**src/rtl/gun_pkg.sv**
```systemverilog
// gun_pkg: shared types and constants for the gun fire controller.
//   state_t          - controller FSM states
//   KIND_BULLET/BOMB - spawn_kind encodings
//   DIR_*            - gun_dir / spawn_dir encodings
//   max_int          - helper for sizing the shared cycle timer
package gun_pkg;

  typedef enum logic [1:0] {
    ST_IDLE     = 2'd0,
    ST_ISSUE    = 2'd1,
    ST_COOLDOWN = 2'd2,
    ST_RELOAD   = 2'd3
  } state_t;

  localparam logic KIND_BULLET = 1'b0;
  localparam logic KIND_BOMB   = 1'b1;

  localparam logic [1:0] DIR_RIGHT = 2'b00;
  localparam logic [1:0] DIR_UP    = 2'b01;
  localparam logic [1:0] DIR_LEFT  = 2'b10;
  localparam logic [1:0] DIR_DOWN  = 2'b11;

  function automatic int max_int(input int a, input int b);
    return (a > b) ? a : b;
  endfunction

endpackage

```
**src/rtl/gun_fire_ctrl_cycle_timer.sv**
```systemverilog
// cycle_timer: loadable down-counter shared by COOLDOWN and RELOAD.
// Ports:
//   clock, reset      - system clock, synchronous active-high reset
//   load, load_val    - load the counter (takes priority over counting)
//   done              - counter is at zero
// The counter decrements every cycle while non-zero and parks at zero.
module cycle_timer
  import gun_pkg::*;
#(
  parameter int W = 4
) (
  input  logic         clock,
  input  logic         reset,
  input  logic         load,
  input  logic [W-1:0] load_val,
  output logic         done
);

  logic [W-1:0] r_count;

  always_ff @(posedge clock) begin
    if (reset) begin
      r_count <= '0;
    end else if (load) begin
      r_count <= load_val;
    end else if (r_count != '0) begin
      r_count <= r_count - W'(1);
    end
  end

  assign done = (r_count == '0);

endmodule

```
**src/rtl/gun_fire_ctrl.sv**
```systemverilog
// gun_fire_ctrl: turns one-cycle shoot/bomb pulses into rate-limited,
// resource-checked projectile spawn requests (valid/ready).
// Ports:
//   clock, reset            - system clock, synchronous active-high reset
//   gun_dir                 - current aim, captured with each request
//   shooting, bombing       - one-cycle request pulses
//   spawn_valid/spawn_ready - spawn handshake to the projectile engine
//   spawn_dir, spawn_kind   - payload of the pending spawn
//   ammo, bombs             - remaining resources
//   dry_fire                - one-cycle pulse when a request is dropped
//   reloading               - high while in RELOAD
// Build option: define GUN_AUTO_RELOAD_EN to reload the magazine after the
// last bullet; otherwise RELOAD is unreachable and reloading is tied low.
module gun_fire_ctrl
  import gun_pkg::*;
#(
  parameter int COOLDOWN_CYC = 5_000_000,
  parameter int RELOAD_CYC   = 50_000_000,
  parameter int AMMO_MAX     = 8,
  parameter int BOMB_MAX     = 3
) (
  input  logic                          clock,
  input  logic                          reset,
  input  logic [1:0]                    gun_dir,
  input  logic                          shooting,
  input  logic                          bombing,
  output logic                          spawn_valid,
  input  logic                          spawn_ready,
  output logic [1:0]                    spawn_dir,
  output logic                          spawn_kind,
  output logic [$clog2(AMMO_MAX+1)-1:0] ammo,
  output logic [$clog2(BOMB_MAX+1)-1:0] bombs,
  output logic                          dry_fire,
  output logic                          reloading
);

  localparam int AW = $clog2(AMMO_MAX + 1);
  localparam int BW = $clog2(BOMB_MAX + 1);
  localparam int TW = $clog2(max_int(COOLDOWN_CYC, RELOAD_CYC) + 1);
  localparam logic [AW-1:0] AMMO_FULL = AW'(AMMO_MAX);
  localparam logic [BW-1:0] BOMB_FULL = BW'(BOMB_MAX);
  localparam logic [TW-1:0] T_COOL    = TW'(COOLDOWN_CYC - 1);
`ifdef GUN_AUTO_RELOAD_EN
  localparam logic [TW-1:0] T_RELOAD  = TW'(RELOAD_CYC - 1);
`endif

  function automatic logic [AW-1:0] sat_dec_ammo(input logic [AW-1:0] v);
    return (v == '0) ? v : v - AW'(1);
  endfunction

  function automatic logic [BW-1:0] sat_dec_bombs(input logic [BW-1:0] v);
    return (v == '0) ? v : v - BW'(1);
  endfunction

  state_t          r_state, w_state_nxt;
  logic            r_pend_vld, r_pend_kind;
  logic [1:0]      r_pend_dir;
  logic [1:0]      r_spawn_dir;
  logic            r_spawn_kind;
  logic [AW-1:0]   r_ammo;
  logic [BW-1:0]   r_bombs;
  logic            r_dry;
  logic            w_have, w_issue_start, w_dry, w_xfer;
  logic            w_tmr_load, w_tmr_done, w_reload_done, w_consume;
  logic [TW-1:0]   w_tmr_val;

  cycle_timer #(.W(TW)) u_timer (
    .clock    (clock),
    .reset    (reset),
    .load     (w_tmr_load),
    .load_val (w_tmr_val),
    .done     (w_tmr_done)
  );

  assign w_have = (r_pend_kind == KIND_BOMB) ? (r_bombs != '0) : (r_ammo != '0);

  always_ff @(posedge clock) begin
    if (reset) r_state <= ST_IDLE;
    else       r_state <= w_state_nxt;
  end

  // Pending requests are only served from IDLE, so a request captured during
  // COOLDOWN/RELOAD launches one cycle after the exit back to IDLE.
  always_comb begin
    w_state_nxt   = r_state;
    w_issue_start = 1'b0;
    w_dry         = 1'b0;
    w_xfer        = 1'b0;
    w_tmr_load    = 1'b0;
    w_tmr_val     = '0;
    w_reload_done = 1'b0;
    case (r_state)
      ST_IDLE: begin
        if (r_pend_vld) begin
          if (w_have) begin
            w_issue_start = 1'b1;
            w_state_nxt   = ST_ISSUE;
          end else begin
            w_dry = 1'b1;
          end
        end
      end
      ST_ISSUE: begin
        if (spawn_ready) begin
          w_xfer      = 1'b1;
          w_tmr_load  = 1'b1;
          w_tmr_val   = T_COOL;
          w_state_nxt = ST_COOLDOWN;
        end
      end
      ST_COOLDOWN: begin
        if (w_tmr_done) begin
`ifdef GUN_AUTO_RELOAD_EN
          if (r_ammo == '0) begin
            w_tmr_load  = 1'b1;
            w_tmr_val   = T_RELOAD;
            w_state_nxt = ST_RELOAD;
          end else begin
            w_state_nxt = ST_IDLE;
          end
`else
          w_state_nxt = ST_IDLE;
`endif
        end
      end
      ST_RELOAD: begin
`ifdef GUN_AUTO_RELOAD_EN
        if (w_tmr_done) begin
          w_reload_done = 1'b1;
          w_state_nxt   = ST_IDLE;
        end
`else
        w_state_nxt = ST_IDLE;
`endif
      end
      default: w_state_nxt = ST_IDLE;
    endcase
  end

  assign w_consume = w_issue_start | w_dry;

  // One-deep request slot: a bomb always lands (overwriting a shoot); a shoot
  // only lands in a slot that is empty or being drained this cycle.
  always_ff @(posedge clock) begin
    if (reset) begin
      r_pend_vld  <= 1'b0;
      r_pend_kind <= KIND_BULLET;
      r_pend_dir  <= DIR_RIGHT;
    end else if (bombing) begin
      r_pend_vld  <= 1'b1;
      r_pend_kind <= KIND_BOMB;
      r_pend_dir  <= gun_dir;
    end else if (shooting && (!r_pend_vld || w_consume)) begin
      r_pend_vld  <= 1'b1;
      r_pend_kind <= KIND_BULLET;
      r_pend_dir  <= gun_dir;
    end else if (w_consume) begin
      r_pend_vld  <= 1'b0;
    end
  end

  always_ff @(posedge clock) begin
    if (reset) begin
      r_spawn_dir  <= DIR_RIGHT;
      r_spawn_kind <= KIND_BULLET;
      r_ammo       <= AMMO_FULL;
      r_bombs      <= BOMB_FULL;
      r_dry        <= 1'b0;
    end else begin
      r_dry <= w_dry;
      if (w_issue_start) begin
        r_spawn_dir  <= r_pend_dir;
        r_spawn_kind <= r_pend_kind;
      end
      if (w_xfer && r_spawn_kind == KIND_BULLET) r_ammo <= sat_dec_ammo(r_ammo);
      else if (w_reload_done)                    r_ammo <= AMMO_FULL;
      if (w_xfer && r_spawn_kind == KIND_BOMB)   r_bombs <= sat_dec_bombs(r_bombs);
    end
  end

  assign spawn_valid = (r_state == ST_ISSUE);
  assign spawn_dir   = r_spawn_dir;
  assign spawn_kind  = r_spawn_kind;
  assign ammo        = r_ammo;
  assign bombs       = r_bombs;
  assign dry_fire    = r_dry;
`ifdef GUN_AUTO_RELOAD_EN
  assign reloading   = (r_state == ST_RELOAD);
`else
  assign reloading   = 1'b0;
`endif

endmodule

```
**config.mk**
```make
export PLATFORM = sky130hd
export DESIGN_NAME = gun_fire_ctrl
export DESIGN_NICKNAME = d
export VERILOG_FILES = /design/src/rtl/gun_pkg.sv /design/src/rtl/gun_fire_ctrl_cycle_timer.sv /design/src/rtl/gun_fire_ctrl.sv
export SDC_FILE = /design/constraint.sdc
export NUM_CORES = 1
export LEC_CHECK = 0
export CAP_MARGIN = 20
export CORE_MARGIN = 1
export CORE_UTILIZATION = 35
export CTS_BUF_LIST = sky130_fd_sc_hd__clkbuf_8
export DETAILED_ROUTE_END_ITERATION = 8
export PLACE_DENSITY = 0.62
export SLEW_MARGIN = 25
export SYNTH_ARGS = -nofsm -noshare
export SYNTH_HDL_FRONTEND = slang
export SYNTH_SLANG_ARGS = --single-unit
```
**constraint.sdc**
```tcl
create_clock -name clock -period 2.3 [get_ports clock]
set_input_delay 0.23 -clock clock [delete_from_list [all_inputs] [get_ports clock]]
set_output_delay 0.23 -clock clock [all_outputs]
set_load 0.01 [all_outputs]
```
# [Yosys cells after proc, flatten, opt, wreduce, memory -nomap -nowiden]
# Index checks and enable logic that the tools add are counted.
[totals] ff_bits=42 in_bits=7 out_inout_bits=12 elab_cells=67
[op_classes] n_addsub=3 n_eq_ne=7 muxes=25 n_bitwise=4 reduce_logical=18
[ops] cell="$mux W26" count=2
[ops] cell="$mux W23" count=2
[ops] cell="$logic_not A26 Y1" count=1
[ops] cell="$reduce_bool A26 Y1" count=1
[ops] cell="$sub A26 B1 Y26 const B" count=1
[ops] cell="$mux W1" count=14
[ops] cell="$mux W2" count=6
[ops] cell="$pmux W2 S4" count=1
[ops] cell="$reduce_bool A2 Y1" count=3
[ops] cell="$eq A2 B2 Y1 const B" count=2
[ops] cell="$logic_not A2 Y1" count=2
[ops] cell="$logic_not A4 Y1" count=1
[ops] cell="$ne A2 B1 Y1 const B" count=2
[ops] cell="$ne A2 B2 Y1 const B" count=2
[ops] cell="$reduce_and A2 Y1" count=2
[ops] cell="$reduce_and A4 Y1" count=1
[ops] cell="$reduce_bool A4 Y1" count=1
[ops] cell="$sub A4 B1 Y4 const B" count=1
[ops] cell="$logic_and A1 B1 Y1" count=3
[ops] cell="$not A1 Y1" count=3
[ops] cell="$reduce_bool A3 Y1" count=1
[ops] cell="$eq A2 B1 Y1 const B" count=1
[ops] cell="$sub A2 B1 Y2 const B" count=1
[ops] cell="$logic_not A1 Y1" count=1
[ops] cell="other kinds (2)" count=2

# [Depth between registers and ports, before layout]
[depth] ltp_word=10 depth_mapped=8

# [By module]
# A second synthesis with hierarchy kept.
[unflattened] hier_cells=269 hier_area_um2=2262.2
[by_module_without_submodules] module="cycle_timer" n_inst=1 cells_per_inst=187 area_each_um2=1521.5
[by_module_without_submodules] module="gun_fire_ctrl" n_inst=1 cells_per_inst=82 area_each_um2=740.7

# [Worst setup path after synthesis]
# No wires, ideal clock.
[synth_path] path_kind="register -> register" startpoint="register u_timer.r_count[0]" endpoint="register u_timer.r_count[3]" setup_time_ns=0.133 arrival_time_ns=2.109 t_required_ns=2.167 path_slack_ns=0.059 path_stages_with_launch=9 period_less_slack_ns=2.241 path_cell_list="dfxtp_1 > inv_1 > ha_1 > or4b_2 > clkbuf_1 > nor4_2 > a2111oi_0 > xnor2_1 > a21oi_1"
[synth_between] elab_chain_len=3 elab_cells_between_ends=5
[synth_rtl] item="from (decl)" line="gun_fire_ctrl_cycle_timer.sv:19" rtl="logic [W-1:0] r_count;"
[synth_rtl] item="from (signal assigned)" line="gun_fire_ctrl_cycle_timer.sv:25" rtl="r_count <= load_val;"
[synth_rtl] item="from (signal assigned)" line="gun_fire_ctrl_cycle_timer.sv:27" rtl="r_count <= r_count - W'(1);"
[synth_rtl] item="$sub A26 B1 Y26" line="gun_fire_ctrl_cycle_timer.sv:27"
[synth_rtl] item="$mux W26" line="gun_fire_ctrl_cycle_timer.sv:26" rtl="end else if (r_count != '0) begin"
[synth_rtl] item="$mux W26" line="gun_fire_ctrl_cycle_timer.sv:24" rtl="end else if (load) begin"
# Several ways; a longest one is shown, not always the timed one. The select of a mux whose other input is x is not followed.
# A chain may end at the register's enable or synchronous reset.

# [Worst setup path in the final report]
[layout_path] startpoint="register u_timer.r_count[16]" endpoint="register u_timer.r_count[23]"
# The elaborated chain is that of the path after synthesis.

==> flow_results.org <==
** Synth
- Warnings, synthesis :: 0
- Count of flip-flops with a built-in enable after synthesis :: 0
- Leading register cell type out of synthesis :: sky130_fd_sc_hd__dfxtp_1
- Top cells by area, synth :: sky130_fd_sc_hd__dfxtp_1 (42%), sky130_fd_sc_hd__a21oi_1 (6.5%), sky130_fd_sc_hd__xnor2_1 (6.1%), sky130_fd_sc_hd__nor2_1 (4.5%), sky130_fd_sc_hd__mux2i_1 (3.5%)
- Post-synth net total :: 233
- The number of different library cells used by synthesis comes to 44.
- Synthesized area :: 1994 um^2
- A synthesized cell averages between 8 and 9 um^2.
- Number of instances in the synthesized netlist :: between 200 and 250
- Portion of the post-synthesis area used by sequential elements :: a little over two fifths
- Post-synth top area cell :: sky130_fd_sc_hd__dfxtp_1
- In this run, synthesis produced a sequential element count of 42.
- Top cell type's share of synthesized area :: 42.16%
- For this run, asynchronously set or reset flops after synthesis account for 0%.

** Global routing
- Global router's overall resource usage :: 15.68%
- Number of antenna violations at the first check in global routing :: 0
- Grt ovf :: 0
- Entering global routing, the biggest net connects 31 pins.
- Number of global-route vias before repair :: around 1,600
- The first global-routing pass estimated 7.348 mm of wire.

** Clocking
- The tree is rooted in a sky130_fd_sc_hd__clkbuf_8.
- After clock tree synthesis, the clock-pin slew on the worst setup and hold paths is ~0.08 ns.
- The H-tree was split into 2 levels.
- Counting the buffers created by CTS gives 5.
- The later pin in the worst-skew pair is clocked with a latency of around 0.30 ns.
- Number of clock sinks seen by CTS :: 42
- Number of buffers between clock root and the deepest sink :: 2
- After clock tree synthesis, the flow added hold-fix buffers numbering 0.
- CTS tree :: done

** Route
- Initial detailed-routing violation count :: between 100 and 150
- In the routed design, unresolved DRC markers number 0.
- After detailed routing, the average wire length per cell comes to between 10 and 15 um.
- The final route contains approximately 1,700 vias.
- Post-DR vias/cell :: between 5 and 6
- Routed wire length :: approximately 4.3 mm
- Number of nets still failing antenna checks after routing :: 0
- For this run, the detailed router's first-pass iteration total came to 4.

** Cells and area
- Core utilization of the finished layout :: 44.29%
- After the flow finishes, the layout carries non-filler instances totaling between 300 and 400.
- Most used cells in the layout excluding fill and tap cells :: sky130_fd_sc_hd__dfxtp_1 (42), sky130_fd_sc_hd__a21oi_1 (26), sky130_fd_sc_hd__nor2_1 (24)
- The library cell used most frequently in the layout, excluding fill and tap cells, is sky130_fd_sc_hd__dfxtp_1.
- After filler insertion, the fill cell instance count of the layout stands at between 500 and 600.
- Layout cells sized above 1 :: a little over an eighth
- At the end of the flow, the number of nets in the layout was around 260.
- The repair_antennas step left the layout with diodes totalling 0.
- The area growth from synthesis to layout is 22.27%.
- Cell area after layout :: 2439 um^2

** Power and ir drop
- Power spread over the standard cell area amounts to 1539 nW/um^2.
- Leak pwr :: 0.0009100 uW
- IR analysis of the VDD net gives a maximum drop of 641.3 uV.

** Setup path
- Critical Path Start Type :: flop
- Setup crit end kind :: flop
- For the worst setup path, the data arrival time is 2.31 ns.
- The critical path is of the flop to flop type.
- Max FO, Critical Path :: 7
- Required arrival time at the worst endpoint :: ~2.5 ns

** Floorplanning
- # IOs :: 19
- Total core area :: 5507 um^2
- Once the floorplan was initialized, standard cells occupied a little over a third of the core.
- The die is 77.49 um wide.
- Die area :: between 6000 and 7000 um^2
- After floorplanning, the core was divided into 27 placement rows.
- From bottom edge to top edge, the die measures around 77 um.

** Job
- MaxCap Viol Count :: 0

** Min path
- Worst hold path type :: flop to flop

** Placement
- Routability-driven placement finished with a final weighted congestion of approximately 0.84.
- Count of buffers from port buffering :: 17
- Once placement completed, the tool counted placed cells totaling around 320.
- Total half-perimeter wirelength after legalization and detailed placement :: 3.016 mm
- After detailed placement, the total cell area comes to 2317 um^2.

** Timing
- Fin. max-slew vios :: 0
- Setup Viol. Count Final :: 0
- After layout, the worst path uses ~93% of the clock period.
- Timing would allow up to roughly 470 MHz.
- Setup repair after global routing left no endpoint under its margin.
- Relative slew slack :: between 60% and 70%
- Maximum clock skew at final layout :: 0.009967 ns
- Sum Neg Setup Slack :: 0 ns
- Slew @ Worst Pin :: 0.5620 ns
- Final hold violation count :: 0
- Time the worst path needs with I/O delays and setup :: roughly 2.1 ns
- Worst hold-check slack :: 0.4552 ns

** Run status
- Outcome :: finished clean
## kinds of logic after synthesis
kind of cell / count (synthesis) / share of synthesized area, %
AND/OR/NAND/NOR: 82 / 23.84
AO/OA/AOI/OAI: 53 / 17.07
flip-flops: 42 / 42.16
XOR/XNOR: 17 / 7.466
buffers and inverters: 16 / 3.262
multiplexers: 7 / 3.513
adder cells (fa/ha/maj): 4 / 2.510
other: 1 / 0.1880
## worst max-delay path, stage by stage, from the launching register on
cell and delay, ns:
sky130_fd_sc_hd__dfxtp_1 0.37, sky130_fd_sc_hd__or4_4 0.59, sky130_fd_sc_hd__or4_1 0.46, sky130_fd_sc_hd__nor4_2 0.39
sky130_fd_sc_hd__xnor2_1 0.17, sky130_fd_sc_hd__nor2_1 0.05
## routing by layer
metal | GRT usage [%] | up-vias | wire length, um
met5 | 0 | - | 0
met4 | 5.094 | 0 | 12
met3 | 3.882 | 2 | 113
met2 | 25.40 | 19 | 2071
met1 | 20.27 | 817 | 2130
li1 | - | 878 | -
## Yosys cell counts (2+ instances only)
| cell | number |
|---|---|
| sky130_fd_sc_hd__xor2_1 | 3 |
| sky130_fd_sc_hd__nand4_1 | 2 |
| sky130_fd_sc_hd__nand2_1 | 7 |
| sky130_fd_sc_hd__nor3_1 | 6 |
| sky130_fd_sc_hd__ha_1 | 4 |
| sky130_fd_sc_hd__mux2i_1 | 7 |
| sky130_fd_sc_hd__or3_1 | 7 |
| sky130_fd_sc_hd__o41ai_1 | 3 |
| sky130_fd_sc_hd__a31oi_1 | 3 |
| sky130_fd_sc_hd__o21ai_0 | 8 |
| sky130_fd_sc_hd__nand3b_1 | 2 |
| sky130_fd_sc_hd__or4_1 | 5 |
| sky130_fd_sc_hd__a2111oi_0 | 3 |
| sky130_fd_sc_hd__nand2b_1 | 3 |
| sky130_fd_sc_hd__xnor2_1 | 14 |
| sky130_fd_sc_hd__or4_4 | 3 |
| sky130_fd_sc_hd__a211oi_1 | 2 |
| sky130_fd_sc_hd__a21oi_1 | 26 |
| sky130_fd_sc_hd__nor2_1 | 24 |
| sky130_fd_sc_hd__or2_2 | 2 |
| sky130_fd_sc_hd__a211o_1 | 2 |
| sky130_fd_sc_hd__dfxtp_1 | 42 |
| sky130_fd_sc_hd__clkbuf_1 | 6 |
| sky130_fd_sc_hd__nand3_1 | 4 |
| sky130_fd_sc_hd__inv_1 | 8 |
| sky130_fd_sc_hd__nor4_2 | 2 |
| sky130_fd_sc_hd__nor4_1 | 7 |
## power breakdown
| group | internal, uW | total [uW] | switching (uW) |
|---|---|---|---|
| Combinational | 967 | 2120 | 1150 |
| Sequential | 923 | 1140 | 215 |
| Clock | 241 | 500 | 258 |
## state kept, by name (all words and copies together), names as in the netlist
name and flops:
spawn_kind 1, dry_fire 1, r_state 2, r_pend_vld 1
bombs 2, r_pend_kind 1, u_timer.r_count 26, r_pend_dir 2
ammo 4, spawn_dir 2
## layout make-up
class / instances / area (um^2) / area share, %
Clock buffer: 6 / 82.58 / 3.386
Clock inverter: 2 / 12.51 / 0.5131
Inverter: 8 / 30.03 / 1.231
Multi-Input combinational cell: 164 / 1107 / 45.41
Sequential cell: 42 / 840.8 / 34.48
Tap cell: 72 / 90.09 / 3.694
Timing Repair Buffer: 31 / 275.3 / 11.29
## worst paths after layout
path | startpoint | to | slack, ns | depth (start not counted)
min reg2reg | r_pend_vld | dry_fire | 0.46 | 2
min | r_pend_vld | dry_fire | 0.46 | 2
max | u_timer.r_count[16] | u_timer.r_count[23] | 0.16 | 5
max reg2reg | u_timer.r_count[16] | u_timer.r_count[23] | 0.16 | 5
## repair_timing
| item | CTS | global route |
|---|---|---|
| hold endpoints to repair | 0 | 0 |
| setup endpoints to repair | 0 | 15 |
| resized for setup | 0 | 3 |
| buffers inserted | 0 | 1 |
## stage by stage
stage | power (uW) | worst slack [ns]
detailed placement | 3188 | 0.06714
CTS | 3714 | 0.04460
floorplan | 2532 | 0.05885
finish | 3753 | 0.1606
global placement | 3173 | 0.1012
global route | 4063 | 0.02159
(Power assumes the default switching activity.)
==> RTL edit, RTL diff (same settings) <==
Encoding of `state_t`: now one-hot (4 bits for 4 states).
--- a/src/rtl/gun_pkg.sv
+++ b/src/rtl/gun_pkg.sv
@@ -5,11 +5,11 @@
 //   max_int          - helper for sizing the shared cycle timer
 package gun_pkg;
 
-  typedef enum logic [1:0] {
-    ST_IDLE     = 2'd0,
-    ST_ISSUE    = 2'd1,
-    ST_COOLDOWN = 2'd2,
-    ST_RELOAD   = 2'd3
+  typedef enum logic [3:0] {
+    ST_IDLE     = 4'b0001,
+    ST_ISSUE    = 4'b0010,
+    ST_COOLDOWN = 4'b0100,
+    ST_RELOAD   = 4'b1000
   } state_t;
 
   localparam logic KIND_BULLET = 1'b0;
Behaviour: no difference found for any inputs over 10 cycles, from zero or initial values and one cycle with reset high; not proved beyond that.
==> RTL edit against the original RTL <==
- combinational power is 29% lower
- final cell count is 5.2% higher
- wire length is 2.8% higher
- worst setup slack better by 0.0071 ns
- die area is 5.7% higher
- sequential cell count is 1 higher
- synthesized cell count is 8.1% higher
- synthesized area is 5.9% higher
- sequential power is 11% lower
- highest routed layer unchanged
- non-clock buffer count stayed put
- largest power group unchanged
- final area is 3.0% higher
- first-iteration DRC count is 13% lower
- power is 21% lower
==> RTL edit: results (changes against the original RTL) <==
synth:
  async_flop_share_pct: 0  # unchanged
  synth_area_leaders: "dfxtp_1 41%, a21oi_1 5.5%, or3_1 4.1%"
  synth.most_common_cell: "dfxtp_1"
  syn_inst: 240  # +8.1%
  yosysSeqAreaShare_pct: 40.76  # -1.4 points
  syn-num-nets: 250  # +7.3%
  synth_common_cells: "43 x dfxtp_1, 23 x a21oi_1, 20 x nor2_1"
  ys_warn_count: 0  # unchanged
  ys_types: 48  # +9.1%
placement:
  gp_congestion: 0.7835  # -6.2%
  placed_area_um2: 2425  # +4.6%
  place_inst: 334  # +5.7%
  post-dp-hpwl_um: 3094  # +2.6%
  post-place-ws_ns: 0.07673  # +0.009588 ns
  io_buffers: 17  # unchanged
cts:
  cts-root-buf: "clkbuf_8"
  cts_buffers: 5  # unchanged
  clk_latency_ns: 0.29
  cts_max_level: 2  # unchanged
  path_clk_slew_ns: 0.08  # about the same
  clockBufferDepth: 2  # unchanged
global_routing:
  grt_pass1_vias: 1790  # +15%
  grt_max_degree: 31  # unchanged
  grt.total_usage_pct: 15.63  # -0.046 points
  antenna_found_initial: 0  # unchanged
  grt_first_pass_wirelength_um: 7824  # +6.5%
hold_path:
  hold_class: "register to register"
  worstHoldStart: "u_timer.r_count[14]"
  hold_end: "u_timer.r_count[14]"
  hold_depth: 2  # unchanged
worst_setup_path:
  ff2ff_path_depth: 8  # +3
  end_kind: "register"
  cpPeakStageDelay_ns: 0.42  # -0.17 ns
  critical_path.startpoint: "u_timer.r_count[0]"
  r2r_end: "r_state[1]"
  critPathMaxFanout: 10  # +3
  cp_top_family: "simple AND/OR/NAND/NOR gates"
  cpMaxStageDelayCell: "or3b_4"
  r2r_slack_ns: 0.17
  cp.arrival_ns: 2.35  # +0.04 ns
route:
  drtPass1Iterations: 4  # unchanged
  drt_wl_total_um: 4447  # +2.8%
  drt-initial-drc-count: 97  # -13%
  via_per_inst: 5.193  # -1.6%
  wl_per_cell_um: 13.00  # -2.3%
cells_and_area:
  finalNetCount: 279  # +6.1%
  largest_reg_flops: 26  # unchanged
  post_route_cells_drive_above_1_share_pct: 12.59  # -0.85 points
  top_register: "u_timer.r_count"
  n_antenna_cell: 0  # unchanged
pwr:
  leakage_nw: 0.9598  # +5.5%
  vdd_ir_drop_max_mv: 0.6180  # -3.6%
timing:
  tightest_slew_ns: 0.6072  # +0.04526 ns
  hold_viol: 0  # unchanged
  clock_skew_ns: 0.008532  # -0.001435 ns
  hold_ws_ns: 0.4677  # +0.01248 ns
  post-route-period-util_pct: 92.71  # -0.31 points
status:
  status: "finished clean"
## RTL edit: cell types whose count changed after synthesis, sizes merged, moves of 4 or more
cell | before | now
xnor2 | 14 | 7
a211oi | 2 | 6
a31oi | 3 | 7
or3 | 7 | 15
nand2b | 3 | 7
o31ai | 1 | 5
nor2 | 24 | 20
## RTL edit: cell type report
class | instances | area (um2)
Clock buffer | 5 | 68.82
Clock inverter | 3 | 12.51
Fill cell | 586 | 3163
Inverter | 10 | 37.54
Multi-Input combinational cell | 178 | 1164
Sequential cell | 43 | 860.8
Tap cell | 72 | 90.09
Timing Repair Buffer | 31 | 279.0
## RTL edit: cell families (layout without fill, tap and decap cells)
family | Yosys count | count (layout) | share of synthesized area, %
AO/OA/AOI/OAI | 59 | 59 | 17.77
XOR/XNOR | 10 | 10 | 4.147
adder cells (fa/ha/maj) | 3 | 3 | 1.777
buffers and inverters | 19 | 49 | 4.266
flip-flops | 43 | 43 | 40.76
multiplexers | 7 | 7 | 3.377
other | 1 | 1 | 0.1776
AND/OR/NAND/NOR | 98 | 98 | 27.73
## RTL edit: power by group
part | switching, mW | leakage [nW] | internal, mW
registers | 0.129 | 0.351 | 0.891
logic | 0.790 | 0.558 | 0.715
clock network | 0.247 | 0.0505 | 0.205
total | 1.17 | 0.960 | 1.81
## RTL edit: layer usage
metal | part of all wire [%] | vias to the layer above | GRT usage [%]
met1 | 49 | 813 | 19.82
met3 | 3.8 | 2 | 3.886
met5 | 0 | - | 0
li1 | - | 935 | -
met4 | 0.34 | 0 | 4.182
met2 | 46 | 26 | 26.15
## RTL edit: what timing repair did
item / CTS / global route
buffers inserted: 0 / 0
gates resized for setup: 0 / 2
endpoints found under the setup margin: 0 / 16
hold buffers: 0 / 0
